[src/rtl/lsu_mem_stage.sv]
`default_nettype none
// ============================================================================
// Module   : lsu_mem_stage
// Brief    : Load/store memory stage. Single-outstanding req/gnt/rvalid data
//            bus, lane-aligned stores, sign/zero-extended loads, misalign
//            detection. Optional response watchdog: define LSU_TIMEOUT_EN.
// Revision : 1.0
// ============================================================================
module lsu_mem_stage #(
    parameter int ADDR_W      = 32,
    parameter int RD_W        = 5,
    parameter int TIMEOUT_CYC = 255
) (
    input  logic              clk,
    input  logic              rst_n,
    input  logic              valid_i,
    output logic              ready_o,
    input  logic [4:0]        op_i,
    input  logic [ADDR_W-1:0] addr_i,
    input  logic [31:0]       wdata_i,
    input  logic [RD_W-1:0]   rd_i,
    output logic              mem_req_o,
    output logic              mem_we_o,
    output logic [ADDR_W-1:0] mem_addr_o,
    output logic [3:0]        mem_be_o,
    output logic [31:0]       mem_wdata_o,
    input  logic              mem_gnt_i,
    input  logic              mem_rvalid_i,
    input  logic [31:0]       mem_rdata_i,
    output logic              wb_valid_o,
    input  logic              wb_ready_i,
    output logic [31:0]       wb_data_o,
    output logic [RD_W-1:0]   wb_rd_o,
    output logic              err_o,
    output logic [1:0]        err_code_o
);

    localparam logic [1:0] S_IDLE = 2'd0;
    localparam logic [1:0] S_REQ  = 2'd1;
    localparam logic [1:0] S_WAIT = 2'd2;
    localparam logic [1:0] S_RESP = 2'd3;

    localparam logic [4:0] c_OP_LB  = 5'd21;
    localparam logic [4:0] c_OP_LBU = 5'd22;
    localparam logic [4:0] c_OP_LH  = 5'd23;
    localparam logic [4:0] c_OP_LHU = 5'd24;
    localparam logic [4:0] c_OP_SB  = 5'd26;
    localparam logic [4:0] c_OP_SH  = 5'd27;
    localparam logic [4:0] c_OP_SW  = 5'd28;

    localparam logic [1:0] c_ERR_MISALIGN = 2'b01;
    localparam logic [1:0] c_ERR_TIMEOUT  = 2'b10;

    logic [1:0]        r_state;
    logic              r_ready;
    logic              r_req;
    logic              r_we;
    logic [ADDR_W-1:0] r_addr;
    logic [3:0]        r_be;
    logic [31:0]       r_wdata;
    logic              r_lbyte;
    logic              r_lhalf;
    logic              r_sext;
    logic [1:0]        r_boff;
    logic [RD_W-1:0]   r_rd;
    logic              r_wb_valid;
    logic [31:0]       r_wb_data;
    logic              r_err;
    logic [1:0]        r_err_code;

    logic              w_is_mem;
    logic              w_is_store;
    logic              w_is_byte;
    logic              w_is_half;
    logic              w_misal;
    logic [3:0]        w_be;
    logic [31:0]       w_wdata;
    logic [7:0]        w_rbyte;
    logic [15:0]       w_rhalf;
    logic [31:0]       w_ldata;
    logic              w_tmo;

    always_comb begin
        w_is_mem   = (op_i >= c_OP_LB) && (op_i <= c_OP_SW);
        w_is_store = (op_i >= c_OP_SB) && (op_i <= c_OP_SW);
        w_is_byte  = (op_i == c_OP_LB) || (op_i == c_OP_LBU) || (op_i == c_OP_SB);
        w_is_half  = (op_i == c_OP_LH) || (op_i == c_OP_LHU) || (op_i == c_OP_SH);
        w_misal    = (w_is_half && addr_i[0]) ||
                     (!w_is_byte && !w_is_half && (addr_i[1:0] != 2'b00));
        if (w_is_byte) begin
            w_be    = 4'b0001 << addr_i[1:0];
            w_wdata = {4{wdata_i[7:0]}};
        end else if (w_is_half) begin
            w_be    = 4'b0011 << addr_i[1:0];
            w_wdata = {2{wdata_i[15:0]}};
        end else begin
            w_be    = 4'b1111;
            w_wdata = wdata_i;
        end
        // Loads share the store byte mask but never drive write data.
        if (!w_is_store) begin
            w_wdata = 32'd0;
        end
    end

    always_comb begin
        case (r_boff)
            2'd0:    w_rbyte = mem_rdata_i[7:0];
            2'd1:    w_rbyte = mem_rdata_i[15:8];
            2'd2:    w_rbyte = mem_rdata_i[23:16];
            default: w_rbyte = mem_rdata_i[31:24];
        endcase
        w_rhalf = r_boff[1] ? mem_rdata_i[31:16] : mem_rdata_i[15:0];
        if (r_lbyte) begin
            w_ldata = {{24{r_sext & w_rbyte[7]}}, w_rbyte};
        end else if (r_lhalf) begin
            w_ldata = {{16{r_sext & w_rhalf[15]}}, w_rhalf};
        end else begin
            w_ldata = mem_rdata_i;
        end
    end

`ifdef LSU_TIMEOUT_EN
    localparam int c_TCNT_W = ($clog2(TIMEOUT_CYC + 1) > 8) ? $clog2(TIMEOUT_CYC + 1) : 8;
    localparam logic [c_TCNT_W-1:0] c_TLAST = c_TCNT_W'(TIMEOUT_CYC - 1);

    logic [c_TCNT_W-1:0] r_tcnt;

    // Cleared while idle (entry to REQ) and on grant (entry to WAIT).
    always_ff @(posedge clk or negedge rst_n) begin
        if (!rst_n) begin
            r_tcnt <= '0;
        end else if ((r_state == S_IDLE) || ((r_state == S_REQ) && mem_gnt_i)) begin
            r_tcnt <= '0;
        end else if ((r_state == S_REQ) || (r_state == S_WAIT)) begin
            r_tcnt <= r_tcnt + 1'b1;
        end
    end

    assign w_tmo = ((r_state == S_REQ) || (r_state == S_WAIT)) && (r_tcnt == c_TLAST);
`else
    assign w_tmo = 1'b0;
`endif

    always_ff @(posedge clk or negedge rst_n) begin
        if (!rst_n) begin
            r_state    <= S_IDLE;
            r_ready    <= 1'b1;
            r_req      <= 1'b0;
            r_we       <= 1'b0;
            r_addr     <= '0;
            r_be       <= 4'd0;
            r_wdata    <= 32'd0;
            r_lbyte    <= 1'b0;
            r_lhalf    <= 1'b0;
            r_sext     <= 1'b0;
            r_boff     <= 2'd0;
            r_rd       <= '0;
            r_wb_valid <= 1'b0;
            r_wb_data  <= 32'd0;
            r_err      <= 1'b0;
            r_err_code <= 2'b00;
        end else begin
            r_err <= 1'b0;
            case (r_state)
                S_IDLE: begin
                    if (valid_i && w_is_mem) begin
                        if (w_misal) begin
                            r_err      <= 1'b1;
                            r_err_code <= c_ERR_MISALIGN;
                        end else begin
                            r_state <= S_REQ;
                            r_ready <= 1'b0;
                            r_req   <= 1'b1;
                            r_we    <= w_is_store;
                            r_addr  <= {addr_i[ADDR_W-1:2], 2'b00};
                            r_be    <= w_be;
                            r_wdata <= w_wdata;
                            r_lbyte <= w_is_byte;
                            r_lhalf <= w_is_half;
                            r_sext  <= (op_i == c_OP_LB) || (op_i == c_OP_LH);
                            r_boff  <= addr_i[1:0];
                            r_rd    <= rd_i;
                        end
                    end
                end
                S_REQ: begin
                    if (mem_gnt_i || w_tmo) begin
                        r_req   <= 1'b0;
                        r_we    <= 1'b0;
                        r_addr  <= '0;
                        r_be    <= 4'd0;
                        r_wdata <= 32'd0;
                        if (mem_gnt_i && !r_we) begin
                            r_state <= S_WAIT;
                        end else begin
                            r_state <= S_IDLE;
                            r_ready <= 1'b1;
                        end
                        if (!mem_gnt_i) begin
                            r_err      <= 1'b1;
                            r_err_code <= c_ERR_TIMEOUT;
                        end
                    end
                end
                S_WAIT: begin
                    if (mem_rvalid_i) begin
                        r_wb_data  <= w_ldata;
                        r_wb_valid <= 1'b1;
                        r_state    <= S_RESP;
                    end else if (w_tmo) begin
                        r_state    <= S_IDLE;
                        r_ready    <= 1'b1;
                        r_err      <= 1'b1;
                        r_err_code <= c_ERR_TIMEOUT;
                    end
                end
                S_RESP: begin
                    if (wb_ready_i) begin
                        r_wb_valid <= 1'b0;
                        r_state    <= S_IDLE;
                        r_ready    <= 1'b1;
                    end
                end
                default: begin
                    r_state <= S_IDLE;
                    r_ready <= 1'b1;
                end
            endcase
        end
    end

    assign ready_o     = r_ready;
    assign mem_req_o   = r_req;
    assign mem_we_o    = r_we;
    assign mem_addr_o  = r_addr;
    assign mem_be_o    = r_be;
    assign mem_wdata_o = r_wdata;
    assign wb_valid_o  = r_wb_valid;
    assign wb_data_o   = r_wb_data;
    assign wb_rd_o     = r_rd;
    assign err_o       = r_err;
    assign err_code_o  = r_err_code;

endmodule
`default_nettype wire
[config.mk]
export PLATFORM = sky130hd
export DESIGN_NAME = lsu_mem_stage
export DESIGN_NICKNAME = d
export VERILOG_FILES = /design/src/rtl/lsu_mem_stage.sv
export SDC_FILE = /design/constraint.sdc
export NUM_CORES = 1
export LEC_CHECK = 0
export CAP_MARGIN = 20
export CORE_AREA = 2 2 113 115
export CTS_CLUSTER_DIAMETER = 150
export DETAILED_ROUTE_END_ITERATION = 10
export DIE_AREA = 0 0 115 117
export MAX_ROUTING_LAYER = met4
export PLACE_DENSITY_LB_ADDON = 0.05
export RECOVER_POWER = 50
export SYNTH_ARGS = -nofsm -noshare
export SYNTH_HDL_FRONTEND = slang
export SYNTH_SLANG_ARGS = --single-unit
[constraint.sdc]
create_clock -name clk -period 6.5 [get_ports clk]
set_input_delay 0.65 -clock clk [delete_from_list [all_inputs] [get_ports clk]]
set_output_delay 0.65 -clock clk [all_outputs]
set_load 0.02 [all_outputs]
==> metrics.md <==
| Metric | Value |
|---|---|
| Hold endpoint | wb_rd_o[1] |
| Hold Buf Count CTS | 0 |
| CP max stage delay | 1.76 ns |
| RSZ-0062 raised after global routing | false |
| Die ar. | 13,500 um^2 |
| Worst path top cell family by delay | buffers and inverters |
| HP Class | reg2reg |
| Synth cell types | 50 |
| Critical-path cell list | clkbuf_1 > clkbuf_2 |
| Register area share after synthesis | 50.7% |
| Row count | 41 |
| Worst Setup SP | rst_n |
| Post-CTS setup repair buffer count | 0 |
| Worst path depth | 2 |
| Clock Power Share | 25.9% |
| Synthesized area per cell | 10.2 um^2 |
| Sw power | 1.17 mW |
| Port bufs | 220 |
| R2R depth | 5 |
| DR vias/cell | 5.63 |
| Routed vias | 5,186 |
| Final Skew | 0.0116 ns |
| Status | complete, but fails checks |
| Leading area contributor after synthesis | dfrtp_1 |
| #FFs+latches synth | 116 |
| Clock tree buffer depth | 2 |
| Synthesized area | 5730 um^2 |
| Max-slew violations | 156 |
| CTS root buf | clkbuf_16 |
| Remaining DRCs | 0 |
| IO Pins | 224 |
| Fmax | 265 MHz |
| Asr flop ratio synth | 100% |
| Total track usage | 26.7% |
| Fillcell total | 980 |
| Int Pwr | 2.15 mW |
| Multi-input gate area | 2600 um^2 |
| Initial DRC count | 372 |
| Critical hold path startpoint | wb_rd_o[1] |
| Die width | 115 um |
| Setup crit start kind | input pin |
| Post-synth top cells | 115 x dfrtp_1, 95 x nand2_1, 61 x a21oi_1, 32 x clkbuf_1, 32 x nand3_1 |
| Setup slack after layout | 2.72 ns |
| Core area | 12,300 um^2 |
| Lkg Pwr | 3.67 nW |
| Post-synth EDFFs | 0 |
| Sequential power share | 33.8% |
| Hold depth | 1 |
| Routed length per instance | 18.4 um |
| Min Tclk post-route | 3.78 ns |
| # setup viols final | 0 |
| Maxcap violations | 3 |
| Initial antenna violation count | 0 |
| Post-synth top area share | 50.2% |
| Hold Fails Final Rpt | 0 |
| TritonCTS clock tree | yes |
| DP Wirelength | 11.7 mm |
| Maximum fanout along the worst path | 69 |
| Latest clock arrival within the worst-skew pair | 0.41 ns |
| Reg-to-Reg End | r_lbyte |
| Largest net degree at the start of global routing | 70 |
| Setup TNS | 0 ns |
| Diode count | 0 |
| CP max stage cell | clkbuf_1 |
| Post-place setup slack | 2.30 ns |
| Area Growth Syn to Fin | 48.7% |
| CP Capture Type | asynchronous set/reset pin |
| Grt ovf | 0 |
| Slew headroom | -68.9% |
| H-Tree Depth | 4 |
| Final core occ | 69.2% |
| Share of cells above drive strength 1 | 7.78% |
| Fin crit share | 58.1% |
| Sequential cell area | 2900 um^2 |
| Sink Count | 116 |
| Vias in the first global route | 5,270 |
| Setup CP Type | in2async |
| Failing checks | max-capacitance violations, max-slew violations |
| Comb pwr share | 40.3% |
| Die Ht | 117 um |
| R2R Path Start | r_state[0] |
| Synth warnings | 0 |
| Final WL | 17.0 mm |
| Routability Congestion | 0.859 |
| Main synth FF type | dfrtp_1 |
| Req. time, crit path | 6.70 ns |
| WP buf/inv | 2 |
| VDD IR-drop max | 215 uV |
| Gate count of the mapped netlist | 564 |
| Worst endpoint data arrival time | 3.97 ns |
| Drt first pass iters | 5 |
| Routed Antenna Nets | 0 |
| Post-CTS resize count | 0 |
| Reg clk slew, reported paths | 0.05 ns |
| R2r setup slk | 3.55 ns |
| Worst-margin pin slew | 2.53 ns |
| Ranking of synthesized cells by area | dfrtp_1 50%, nand2_1 6.2%, a21oi_1 5.3% |
| Starting Density | 46.5% |
| Nets@finish | 878 |
| Switching share of total power | 35.3% |
| Cts bufs inserted | 17 |
| First-pass GRT wire length | 27.0 mm |
| Power per Cell Area | 391 nW/um^2 |
| Most common cell in the netlist | dfrtp_1 |
[power groups by stage]
stage          clock network, mW  registers, mW  logic [mW]
3_3_place_gp                   0           1.13        1.35
4_1_cts                    0.874           1.13        1.39
2_1_floorplan                  0           1.33       0.539
5_1_grt                    0.915           1.16        1.44
6_report                   0.861           1.13        1.34
3_5_place_dp                   0           1.14        1.38
[state kept, by name, indices dropped and copies added, names as in the netlist, 2 cells and up, named ones only]
name and flops:
wb_data_o 32, mem_addr_o 30, mem_be_o 4, r_boff 2, mem_wdata_o 32, wb_rd_o 5
[cells by family after synthesis]
kind of cell	after synthesis	synth area share, %
and+or+nand+nor	171	13.8
buffers and inverters	56	4.48
DFF	116	50.7
other	1	0.0655
muxes	37	8.41
AOI/OAI and AO/OA	175	21.1
xor gates and xnor gates	4	0.612
adders and majority gates	4	0.874
[per-layer routing]
layer  track usage (%)  part of all wire [%]  vias to the layer above
met5                 -                     0                        -
met4              9.00                   1.4                        0
met3              6.02                   6.3                       21
met2              42.2                    50                      180
met1              34.3                    42                     2577
li1                  -                     -                     2408
[worst max-delay path by stage]
stage                          end  slack [ns]
detailed placement         r_lbyte        2.30
finish              mem_addr_o[18]        2.72
global placement         r_boff[0]        2.48
global route        mem_addr_o[22]        1.94
CTS                     wb_rd_o[0]        2.72
floorplan                r_boff[0]        3.90
[cell type report]
class | count | share of cell area [%]
flip-flops and latches | 116 | 34.1
multi-input cells | 394 | 30.5
repair buffers | 228 | 26.6
clock buffers | 23 | 5.73
well taps | 150 | 2.20
clock inverters | 5 | 0.617
inverters | 5 | 0.220
[metrics by stage]
step	area, um^2	hold WS (ns)	instances	power, mW
after floorplan	5740	0.354	566	1.87
after global placement	7960	0.458	892	2.48
after detailed placement	7960	0.466	892	2.52
after CTS	8500	0.265	920	3.40
after global routing	8520	0.497	921	3.52
final	8520	0.482	921	3.33
[cell usage in the layout (no fill, tap or decap), types with 5 or more instances in the layout]
master           netlist  final
clkdlybuf4s50_1        0    173
dfrtp_1              115    115
nand2_1               95     95
a21oi_1               61     61
dlygate4sd3_1          0     46
nand3_1               32     32
o22a_1                24     24
o21ai_0               22     22
o21ai_1               20     20
mux2i_1               20     20
a22o_1                17     17
nand2b_1              17     17
clkbuf_16              0     17
nor2_1                10     10
o2bb2ai_2             10     10
mux2_1                 8      8
mux4_2                 8      8
o2bb2ai_1              6      6
inv_1                  5      5
buf_4                  6      5
Note: power is estimated with default switching activity, not from simulation.
